==> src/rtl/note_display_ctrl.sv <==
// note_display_ctrl: buffers note events, places them on a fixed grid and sequences
// draws and full-screen wipes for vga_data.
module note_display_ctrl #(
  parameter int DRAW_CYCLES  = 432,
  parameter int CLEAR_CYCLES = 19200,
  parameter int FIFO_DEPTH   = 4,
  parameter int COLS         = 4,
  parameter int ROWS         = 8,
  parameter int X0           = 8,
  parameter int Y0           = 2,
  parameter int CELL_W       = 36,
  parameter int CELL_H       = 14
) (
  input  logic       clk,
  input  logic       resetn,
  input  logic       note_valid,
  input  logic [3:0] note_in,
  input  logic [1:0] octave_in,
  input  logic       clear_req,
  output logic [3:0] note,
  output logic [1:0] octave,
  output logic [7:0] x,
  output logic [6:0] y,
  output logic       ld_note,
  output logic       clear,
  output logic       busy,
  output logic       overflow
);
  localparam int AW = $clog2(FIFO_DEPTH);
  localparam int CW = COLS > 1 ? $clog2(COLS) : 1;
  localparam int RW = ROWS > 1 ? $clog2(ROWS) : 1;
  localparam int CNT_MAX = CLEAR_CYCLES > DRAW_CYCLES ? CLEAR_CYCLES : DRAW_CYCLES;
  localparam int NW = $clog2(CNT_MAX + 1);
  localparam logic [NW-1:0] CLR_LAST = NW'(CLEAR_CYCLES - 1);
  localparam logic [NW-1:0] DRW_LAST = NW'(DRAW_CYCLES - 1);
  localparam logic [CW-1:0] COL_LAST = CW'(COLS - 1);
  localparam logic [RW-1:0] ROW_LAST = RW'(ROWS - 1);

  typedef enum logic [2:0] {S_CLEAR, S_IDLE, S_LOAD, S_DRAW, S_GAP} state_t;

  state_t          state_q, state_d;
  logic [NW-1:0]   cnt_q, cnt_d;
  logic [CW-1:0]   col_q, col_d;
  logic [RW-1:0]   row_q, row_d;
  logic [AW:0]     wr_q, wr_d, rd_q, rd_d;
  logic [5:0]      mem_q [FIFO_DEPTH];
  logic [3:0]      note_q, note_d;
  logic [1:0]      octave_q, octave_d;
  logic [7:0]      x_q, x_d, px, py;
  logic [6:0]      y_q, y_d;
  logic            ld_note_q, clear_q, busy_q, overflow_q, overflow_d;
  logic            empty, full, evt, pop, push;
  logic [5:0]      head;

  assign empty = wr_q == rd_q;
  assign full  = (wr_q[AW] != rd_q[AW]) && (wr_q[AW-1:0] == rd_q[AW-1:0]);
  assign evt   = note_valid && !clear_req && note_in != 4'd0 && note_in <= 4'd12;
  assign pop   = state_q == S_LOAD;
  // a same-cycle pop frees the slot, so a full FIFO can still accept
  assign push  = evt && (!full || pop);
  assign head  = mem_q[rd_q[AW-1:0]];
  assign px    = 8'(X0) + 8'(col_q) * 8'(CELL_W);
  assign py    = 8'(Y0) + 8'(row_q) * 8'(CELL_H);

  always_comb begin
    state_d = state_q;
    cnt_d   = '0;
    col_d   = col_q;
    row_d   = row_q;
    unique case (state_q)
      S_CLEAR: begin
        cnt_d   = cnt_q == CLR_LAST ? '0 : cnt_q + NW'(1);
        state_d = cnt_q == CLR_LAST ? S_IDLE : S_CLEAR;
      end
      S_IDLE: state_d = empty ? S_IDLE : S_LOAD;
      S_LOAD: state_d = S_DRAW;
      S_DRAW: begin
        cnt_d = cnt_q + NW'(1);
        if (cnt_q == DRW_LAST) begin
          state_d = S_GAP;
          cnt_d   = '0;
          col_d   = col_q == COL_LAST ? '0 : col_q + CW'(1);
          row_d   = col_q != COL_LAST ? row_q : row_q == ROW_LAST ? '0 : row_q + RW'(1);
        end
      end
      S_GAP:   state_d = (col_q == '0 && row_q == '0) ? S_CLEAR : S_IDLE;
      default: state_d = S_CLEAR;
    endcase
    if (clear_req) begin
      state_d = S_CLEAR;
      cnt_d   = '0;
      col_d   = '0;
      row_d   = '0;
    end
  end

  always_comb begin
    wr_d       = clear_req ? '0 : wr_q + (AW+1)'(push);
    rd_d       = clear_req ? '0 : rd_q + (AW+1)'(pop);
    overflow_d = !clear_req && (overflow_q || (evt && full && !pop));
    note_d     = pop ? head[3:0] : note_q;
    octave_d   = pop ? head[5:4] : octave_q;
    x_d        = pop ? px : x_q;
    y_d        = pop ? py[6:0] : y_q;
  end

  always_ff @(posedge clk) begin
    if (push) mem_q[wr_q[AW-1:0]] <= {octave_in, note_in};
  end

  always_ff @(posedge clk or negedge resetn) begin
    if (!resetn) begin
      state_q    <= S_CLEAR;
      cnt_q      <= '0;
      col_q      <= '0;
      row_q      <= '0;
      wr_q       <= '0;
      rd_q       <= '0;
      note_q     <= '0;
      octave_q   <= '0;
      x_q        <= 8'(X0);
      y_q        <= 7'(Y0);
      ld_note_q  <= 1'b0;
      clear_q    <= 1'b0;
      busy_q     <= 1'b1;
      overflow_q <= 1'b0;
    end else begin
      state_q    <= state_d;
      cnt_q      <= cnt_d;
      col_q      <= col_d;
      row_q      <= row_d;
      wr_q       <= wr_d;
      rd_q       <= rd_d;
      note_q     <= note_d;
      octave_q   <= octave_d;
      x_q        <= x_d;
      y_q        <= y_d;
      ld_note_q  <= state_d == S_DRAW;
      clear_q    <= state_d != S_CLEAR;
      busy_q     <= state_d != S_IDLE;
      overflow_q <= overflow_d;
    end
  end

  assign note     = note_q;
  assign octave   = octave_q;
  assign x        = x_q;
  assign y        = y_q;
  assign ld_note  = ld_note_q;
  assign clear    = clear_q;
  assign busy     = busy_q;
  assign overflow = overflow_q;
endmodule

==> config.mk <==
export PLATFORM = sky130hd
export DESIGN_NAME = note_display_ctrl
export DESIGN_NICKNAME = d
export VERILOG_FILES = /design/src/rtl/note_display_ctrl.sv
export SDC_FILE = /design/constraint.sdc
export NUM_CORES = 1
export LEC_CHECK = 0
export ABC_AREA = 0
export BUFFER_PORTS_ARGS = -buffer_cell sky130_fd_sc_hd__buf_2
export CAP_MARGIN = 5
export CORE_ASPECT_RATIO = 0.8
export CORE_UTILIZATION = 48
export CTS_CLUSTER_SIZE = 30
export DETAILED_ROUTE_END_ITERATION = 6
export HOLD_SLACK_MARGIN = 0.03
export PLACE_DENSITY_LB_ADDON = 0.25
export REMOVE_ABC_BUFFERS = 1
export SYNTH_ARGS = -nofsm -noshare
export SYNTH_HDL_FRONTEND = slang
export SYNTH_SLANG_ARGS = --single-unit
==> constraint.sdc <==
create_clock -name clk -period 3.2 [get_ports clk]
set_input_delay 0.16 -clock clk [delete_from_list [all_inputs] [get_ports clk]]
set_output_delay 0.16 -clock clk [all_outputs]
set_load 0.01 [all_outputs]
==> results.toml, run 1 <==
[sta]
tightestPinTransition_ns = 0.690
relSlewSlack_pct = 54.0
setup_violators_final = 0
final.setup.worst_slack_ns = 0.738
final_sum_of_negative_setup_slack_ns = 0
setup_repair_after_global_routing_missed_its_margin = "no"
hold_viol_final = 0
clock.fmax_mhz = 406
whs_ns = 0.0567
timing_max_transition_violations_final = 0
period_needed_ns = 2.46
finalCritPeriodShare_pct = 77.0
largest_clock_skew_in_the_final_design_ns = 0.0106

[die]
design.core.area_mm2 = 0.00689
die-area_mm2 = 0.00747
floorplan.io_pins = 35
floorplan.initialDensity_pct = 49.7
placement_rows = 27
floorplan.die.width_um = 96.4
die-height_um = 77.5

[grt]
grt_pass1_vias = 2074
gr-usage-all-layers_pct = 18.5
global_route.overflow_total = 0
largest_net_degree_at_the_start_of_global_routing = 31
wire_length_of_the_first_global_routing_pass_um = 10300
grt_antenna_before_repair = 0

[final_layout]
mostFrequentLayoutCells = "45 x dfrtp_1, 39 x nand2_1, 33 x nor2_1"
drive_above_1_share_pct = 19.8
layoutNonFillerInstCount = 416
antenna_cells = 0
flow.area_growth_from_synthesis_pct = 12.1
finalInstanceArea_mm2 = 0.00383
nets = 352
mostFrequentLayoutCell = "dfrtp_1"

[synthesis]
synth_area_mm2 = 0.00342
synthCells = 287
synth-warning-count = 0
yosys-top-cells-area = "dfrtp_1 33%, edfxtp_1 21%, ha_1 5.5%, nand2_1 4.3%, mux4_2 3.9%"
postSynthAreaPerCell_um2 = 11.9
post-synth-top-area-cell = "dfrtp_1"
synth_async_sr_flop_share_pct = 66.7
synth_seq_cells = 72
number_of_flops_mapped_to_enable_cells_by_yosys = 24
netlist.area_leader.share_pct = 32.9
seq_area_frac_synth_pct = 56.3
synthFlopType = "dfrtp_1"
ys_types = 52

[worst_hold_path]
timing.hold.worst_path_depth = 1
hold_path.class = "in2reg"

[place]
place_inst = 397
pre_cts_slack_ns = 0.755
dp_hpwl_um = 4150
gp_congestion = 0.760
dpl-instance-area_mm2 = 0.00363
numPortBuffers = 30

[drt]
wire_per_inst_um = 14.4
detail_route.vias_per_cell = 5.03
drt_drc_violations_left = 0
first_iter_violations = 86
postRouteAntennaNets = 0
drtPass1Iterations = 5
drt-total-wl_um = 5980
route.vias.total = 2091

[pwr]
ir_worst_vdd_uv = 205
power_per_cell_area_mw_per_mm2 = 442
static-leakage-power_nw = 1.72

[worst_setup_path]
rr_worst_depth = 8
reg2reg_slack_ns = 0.74
cp-startpoint = "row_q[0]"
worstSetupStartpointType = "flip-flop"
critPathCaptureType = "flip-flop"
timing.critical_path.required_ns = 3.43
timing.rr.end = "y[6]"
timing.critical_path.fanout_max = 9
worstPathArrival_ns = 2.69
r2r_start = "row_q[0]"
cp-endpoint = "y[6]"
critical_path_class = "reg2reg"

[clock_tree]
clock-sinks = 72
clock-root-buffer = "clkbuf_8"
post-cts-setup-buffers = 0
cts_clk_pin_slew_worst_paths_ns = 0.08
htree_num_levels = 3
max-clock-path-buffers = 2
clock_buffer_count_from_cts = 9
post_cts_resized = 0
worst_skew_pair.late_latency_ns = 0.35
cts_tree = "done"

[status]
status = "finished clean"

[job]
maxCapViolations = 0
stage by stage:
stage	power [mW]	util [%]
global placement	1.08	52.7
global route	1.77	55.6
CTS	1.72	55.6
floorplan	1.04	-
detailed placement	1.09	52.7
finish	1.69	55.6
per-layer routing:
metal	vias up	GRT usage (%)	share of wire, %
met2	30	26.5	45
met3	9	6.37	3.5
met4	0	5.29	1.3
li1	1053	-	-
met5	-	0	0
met1	999	26.7	51
final cells by class:
cell class                 instances  area, um2
clock buffer                      10        128
clock inverter                     6       42.5
fill                             599       3060
inverter                          10       37.5
multi-input combinational        195       1390
sequential                        72       1930
tap                               87        109
timing repair buffer              36        203
sequential cells by signal, summed over array words and instances, names as in the netlist:
| name | count |
|---|---|
| overflow | 1 |
| row_q | 3 |
| col_q | 2 |
| clear | 1 |
| rd_q | 3 |
| note | 4 |
| mem_q | 24 |
| octave | 2 |
| cnt_q | 15 |
| busy | 1 |
| ld_note | 1 |
| x | 3 |
| wr_q | 3 |
| state_q | 3 |
| y | 6 |
cell usage after synthesis (2+ instances only):
cell	number
a21oi_1	4
and3_1	5
buf_4	6
clkbuf_1	5
dfrtp_1	45
dfstp_2	3
edfxtp_1	24
fa_1	3
ha_1	15
inv_1	9
mux2i_1	2
mux4_2	6
nand2_1	39
nand3_1	4
nand3b_1	2
nand4_1	2
nor2_1	33
nor2b_1	5
nor3_1	4
nor4_1	4
o211ai_1	2
o21ai_0	11
or3b_1	2
xnor2_1	14
xor2_1	11
critical path, cell delays in order, from the launching register on:
cell	delay [ns]
dfrtp_1	0.49
fa_1	0.58
ha_1	0.16
inv_1	0.06
fa_1	0.38
xor2_1	0.18
nor3_1	0.25
xor2_1	0.17
o21ai_0	0.08
worst min-delay path by stage:
stage / slack, ns / startpoint / endpoint
CTS: 0.04 / note_in[2] / mem_q[2][2]
global route: 0.05 / note_in[2] / mem_q[2][2]
global placement: 0.25 / resetn / octave[1]
floorplan: -0.14 / resetn / clear
detailed placement: 0.26 / resetn / octave[1]
finish: 0.06 / note_in[2] / mem_q[2][2]
cells by family (layout without fill, tap and decap cells):
group           Yosys count  count (layout)  share of synthesized area (%)
simple gates            116             116                           17.7
flops                    72              72                           56.3
xor+xnor                 25              25                           6.40
compound gates           24              24                           4.28
buf+inv                  23              62                           3.44
fa+ha+maj                18              18                           7.24
mux                       8               8                           4.53
other cells               1               4                          0.110
power breakdown:
part	switching (mW)	internal (mW)	total, mW
Combinational	0.0512	0.0304	0.0817
Clock	0.342	0.284	0.626
Sequential	0.0114	0.974	0.985
timing repair:
action | CTS | global route
hold buffers | 3 | 0
endpoints found under the setup margin | 0 | 0
endpoints found under the hold margin | 36 | 0
(Power assumes the default switching activity.)
==> run 2: changes to the inputs <==
- ABC_AREA: 0 -> 1
- clock period: 3.2 -> 2 ns (I/O delays scaled with it)
==> run 2 against run 1 <==
- critical endpoint is now y[5]
- die area is 5.6% higher
- sequential cell count stayed put
- cell area is 10% higher
- highest routed layer unchanged
- via count is 27% higher
- register-to-register slack worse by 0.91 ns
- wire length is 15% higher
- the run now ends with negative setup slack left
- maximum frequency is 13% higher
- clock skew is 0.0037 ns higher
==> results.toml, run 2 <==
[final_layout]
layout.core_utilization_pct = 59.5
largest_register_ffs = 24
layoutNonFillerInstCount = 525
flow.area_growth_from_synthesis_pct = 16.7
nets = 461
antenna_cells = 0
mostFrequentLayoutCells = "69 x nand2_1, 45 x dfrtp_1, 41 x inv_1"
drive_above_1_share_pct = 23.1
mostFrequentLayoutCell = "nand2_1"

[worst_setup_path]
rr_worst_depth = 8
timing.critical_path.fanout_max = 2
timing.critical_path.required_ns = 2.20
worstSetupStartpointType = "flip-flop"
critical_path_class = "reg2reg"
critPathCaptureType = "flip-flop"
timing.rr.end = "y[5]"
reg2reg_slack_ns = -0.17
r2r_start = "row_q[2]"
worstPathArrival_ns = 2.38

[drt]
first_iter_violations = 166
route.vias.total = 2659
wire_per_inst_um = 13.1
postRouteAntennaNets = 0
detail_route.vias_per_cell = 5.06
drt_drc_violations_left = 0
drtPass1Iterations = 4
drt-total-wl_um = 6860

[place]
gp_congestion = 0.817
place_inst = 501
numPortBuffers = 30
dp_hpwl_um = 4810

[synthesis]
seq_area_frac_synth_pct = 53.2
synth-warning-count = 0
number_of_flops_mapped_to_enable_cells_by_yosys = 24
synthCells = 379
postSynthAreaPerCell_um2 = 9.54
yosys-top-cells-area = "dfrtp_1 31%, edfxtp_1 20%, nand2_1 7.2%, ha_1 5.2%, inv_1 4.5%"
synthFlopType = "dfrtp_1"
ys_types = 37
post-synth-top-area-cell = "dfrtp_1"
synth_area_mm2 = 0.00362
netlist.area_leader.share_pct = 31.1
synth_async_sr_flop_share_pct = 66.7
yosys.cell_count.top_type = "nand2_1"
synth_seq_cells = 72
netlist_top_cells_count = "69 x nand2_1, 45 x dfrtp_1, 43 x inv_1, 37 x nor2_1, 25 x o21ai_0"

[die]
floorplan.die.width_um = 99.1
design.core.area_mm2 = 0.00709
die-area_mm2 = 0.00789
floorplan.io_pins = 35
placement_rows = 27
floorplan.initialDensity_pct = 51.0
die-height_um = 79.6

[clock_tree]
worst_skew_pair.late_latency_ns = 0.34
clock-root-buffer = "clkbuf_8"
cts_tree = "done"
htree_num_levels = 3
clock-sinks = 72
clock_buffer_count_from_cts = 9
cts_clk_pin_slew_worst_paths_ns = 0.07
max-clock-path-buffers = 2

[grt]
grt.met1_usage_pct = 26.3
global_route.overflow_total = 0
grt_antenna_before_repair = 0
gr-usage-all-layers_pct = 19.7
grt_pass1_vias = 2535
grt_use_met2_pct = 31.4
wire_length_of_the_first_global_routing_pass_um = 11800
gr-usage-met3_pct = 4.82
largest_net_degree_at_the_start_of_global_routing = 49
gr-max-usage-layer = "met2"

[worst_hold_path]
min_delay_worst_endpoint = "overflow"
hold_path.class = "in2reg"
worstHoldStart = "clear_req"
timing.hold.worst_path_depth = 2

[status]
status = "finished with violations"
failed_checks = "negative setup slack"

[sta]
whs_ns = 0.0798
final.setup.worst_slack_ns = -0.174
timing_max_transition_violations_final = 0
relSlewSlack_pct = 57.4
setup_violators_final = 3
clock.fmax_mhz = 460
finalCritPeriodShare_pct = 109
hold_viol_final = 0
period_needed_ns = 2.17
tightestPinTransition_ns = 0.638
largest_clock_skew_in_the_final_design_ns = 0.0142
setup_repair_after_global_routing_missed_its_margin = "yes"

[pwr]
net_load_switching_power_mw = 0.640
ir_worst_vdd_uv = 409
static-leakage-power_nw = 2.01
power.combinational.fraction_pct = 5.8
switching_share_pct = 21.7
power_per_cell_area_mw_per_mm2 = 700
design_internal_power_mw = 2.32
seq_power_share_pct = 52.6
clock_power_share_pct = 41.6

[job]
maxCapViolations = 0
## run 2: how the worst max path moves through the flow
| stage | startpoint | to | slack (ns) | depth (start not counted) |
|---|---|---|---|---|
| floorplan | row_q[0] | y[6] | -0.19 | 8 |
| global placement | row_q[0] | y[6] | -0.16 | 8 |
| detailed placement | row_q[0] | y[6] | -0.23 | 8 |
| CTS | row_q[0] | y[5] | -0.19 | 8 |
| global route | row_q[2] | y[6] | -0.29 | 8 |
| finish | row_q[2] | y[5] | -0.17 | 8 |
## run 2: timing repair
item | CTS | global route
gates resized for setup | 2 | 8
pin swaps | 1 | 5
endpoints found under the setup margin | 3 | 3
setup buffers | 0 | 1
hold buffers | 7 | 0
hold endpoints to repair | 69 | 0
## run 2: area by class of cell
type / instances / area (um2)
Timing Repair Buffer: 54 / 348
Tap cell: 87 / 109
Sequential cell: 72 / 1930
Multi-Input combinational cell: 251 / 1460
Fill cell: 603 / 2870
Clock inverter: 5 / 81.3
Clock buffer: 11 / 131
Inverter: 45 / 169
## run 2: worst max-delay path: stages, from the launching register on
cell	delay [ns]
dfrtp_1	0.40
fa_1	0.55
ha_2	0.18
inv_2	0.04
fa_2	0.54
inv_2	0.05
nand3_2	0.06
xor2_1	0.14
o21ai_1	0.07
## run 2: per-layer routing
metal,vias to the layer above,part of all wire [%]
li1,1327,-
met1,1259,48
met2,63,45
met5,-,0
met3,10,4.8
met4,0,1.3
## run 2: kinds of logic after synthesis
logic type                 count (synthesis)  synth area share [%]
adders and majority gates                 18                  6.85
and+or+nand+nor                          176                  23.4
DFF                                       72                  53.2
other                                      1                 0.104
AOI/OAI and AO/OA                         39                  5.74
buffers and inverters                     59                  7.30
xor gates and xnor gates                  14                  3.39
## run 2: power groups by stage
stage	clock [mW]	sequential, mW	combinational, mW
2_1_floorplan	0	1.59	0.0823
3_3_place_gp	0	1.58	0.154
3_5_place_dp	0	1.59	0.158
4_1_cts	1.27	1.55	0.170
5_1_grt	1.33	1.56	0.195
6_report	1.23	1.56	0.172
## run 2: per-stage QoR
step | setup TNS [ns] | power [mW] | cell area (um2) | worst slack [ns]
2_1_floorplan | -0.458 | 1.67 | 3530 | -0.193
3_3_place_gp | -0.294 | 1.74 | 3910 | -0.157
3_5_place_dp | -0.533 | 1.74 | 3910 | -0.225
4_1_cts | -0.516 | 2.99 | 4210 | -0.187
5_1_grt | -0.826 | 3.08 | 4220 | -0.290
6_report | -0.471 | 2.96 | 4220 | -0.174
==> run 3: changes to the inputs <==
- ABC_AREA: 1 -> unset
==> run 3 against run 2 <==
- maximum frequency fell by 0.43%
- core utilization increased by 1.7 points
- the flow still finishes with violations (negative setup slack)
- clock skew is 0.0039 ns lower
- via count is 17% lower
- critical path type unchanged
==> results.toml, run 3 (synthesized netlist as in run 1, its figures left out) <==
[status]
status = "finished with violations"
failed_checks = "negative setup slack"

[grt]
largest_net_degree_at_the_start_of_global_routing = 49
global_route.overflow_total = 0
grt_pass1_vias = 2227
grt_antenna_before_repair = 0
gr-usage-all-layers_pct = 19.3
wire_length_of_the_first_global_routing_pass_um = 10600

[final_layout]
finalInstanceArea_mm2 = 0.00422
flow.area_growth_from_synthesis_pct = 23.3
nets = 390
layout.core_utilization_pct = 61.2
drive_above_1_share_pct = 31.1
largest_register_ffs = 24
layoutNonFillerInstCount = 454
mostFrequentLayoutCells = "45 x dfrtp_1, 39 x nand2_1, 36 x buf_4"
register_area_mm2 = 0.00193
num-fill-cells = 562
multi_input_area_mm2 = 0.00145
mostFrequentLayoutCell = "dfrtp_1"
antenna_cells = 0

[drt]
drt_drc_violations_left = 0
detail_route.vias_per_cell = 4.88
wire_per_inst_um = 13.3
drtPass1Iterations = 4
postRouteAntennaNets = 0
first_iter_violations = 72
drt-total-wl_um = 6040
route.vias.total = 2215

[sta]
setup_violators_final = 5
finalCritPeriodShare_pct = 109
timing_max_transition_violations_final = 0
final.setup.worst_slack_ns = -0.183
tightestPinTransition_ns = 0.605
hold_viol_final = 0
final_sum_of_negative_setup_slack_ns = -0.580
relSlewSlack_pct = 59.7
period_needed_ns = 2.18
clock.fmax_mhz = 458
whs_ns = 0.140
setup_repair_after_global_routing_missed_its_margin = "yes"
largest_clock_skew_in_the_final_design_ns = 0.0103

[worst_setup_path]
rr_worst_depth = 7
cp-startpoint = "row_q[0]"
r2r_start = "row_q[0]"
worstPathArrival_ns = 2.41
reg2reg_slack_ns = -0.18
timing.critical_path.fanout_max = 3
worstSetupStartpointType = "flip-flop"
critPathCaptureType = "flip-flop"
critical_path_class = "reg2reg"
timing.rr.end = "y[6]"
timing.critical_path.required_ns = 2.23

[clock_tree]
cts_tree = "done"
worst_skew_pair.late_latency_ns = 0.35
cts_clk_pin_slew_worst_paths_ns = 0.08
max-clock-path-buffers = 2
clock_buffer_count_from_cts = 9
clock-sinks = 72
htree_num_levels = 3
clock-root-buffer = "clkbuf_8"

[die]
placement_rows = 27
floorplan.io_pins = 35
design.core.area_mm2 = 0.00689
die-height_um = 77.5
floorplan.initialDensity_pct = 49.7
floorplan.die.width_um = 96.4
die-area_mm2 = 0.00747

[place]
numPortBuffers = 30
place_inst = 431
dpl-instance-area_mm2 = 0.00390
dp_hpwl_um = 4300
pre_cts_slack_ns = -0.275
gp_congestion = 0.821

[worst_hold_path]
timing.hold.worst_path_depth = 4
hold_path.class = "in2reg"
worstHoldStart = "clear_req"
min_delay_worst_endpoint = "overflow"

[pwr]
power_per_cell_area_mw_per_mm2 = 664
static-leakage-power_nw = 1.94
ir_worst_vdd_uv = 377
pwr_total_mw = 2.80

[job]
maxCapViolations = 0
-- run 3: cell types whose count changed in the layout (fill, tap and decap cells not counted), moves of 6 or more --
cell     delta
nand2_2     -6
xnor2_1     +9
nor3_1      -8
nand3_1    -16
mux4_2      +6
inv_1      -33
nand2_1    -30
buf_4      +19
nor2_2     -13
o21ai_0    -13
-- run 3: worst max-delay path by stage --
stage	depth (start not counted)	slack, ns	to
2_1_floorplan	4	-0.49	mem_q[0][0]
3_3_place_gp	8	-0.22	y[6]
3_5_place_dp	8	-0.27	y[6]
4_1_cts	7	-0.17	y[6]
5_1_grt	7	-0.27	y[6]
6_report	7	-0.18	y[6]
-- run 3: power by group --
group | internal, mW | switching, mW | leakage (nW)
clock network | 0.501 | 0.574 | 0.0987
registers | 1.56 | 0.0178 | 0.873
logic | 0.0629 | 0.0860 | 0.969
total | 2.12 | 0.678 | 1.94
-- run 3: layout make-up --
type / count / share of cell area [%]
Multi-Input combinational cell: 195 / 34.3
Inverter: 10 / 0.890
Clock buffer: 10 / 3.26
Tap cell: 87 / 2.58
Sequential cell: 72 / 45.7
Clock inverter: 6 / 1.22
Timing Repair Buffer: 74 / 12.1
-- run 3: routing by layer --
metal  vias to the layer above  track usage (%)  share of wire (%)
li1                       1130                -                  -
met1                      1048             26.7                 50
met2                        30             28.8                 45
met3                         7             6.76                3.8
met4                         0             5.29               0.99
met5                         -                0                  0
-- run 3: what timing repair did --
| action | in CTS | in global routing |
|---|---|---|
| resized for setup | 8 | 7 |
| endpoints found under the hold margin | 69 | 0 |
| pin swaps | 5 | 2 |
| buffers inserted | 0 | 0 |
| hold buffers | 7 | 0 |
| setup endpoints to repair | 5 | 47 |
-- run 3: worst max-delay path, stage by stage, from the launching register on --
cell,delay (ns)
dfrtp_1,0.40
fa_1,0.56
ha_2,0.19
inv_2,0.04
fa_2,0.44
nor3_2,0.20
xor2_1,0.17
o21ai_1,0.07
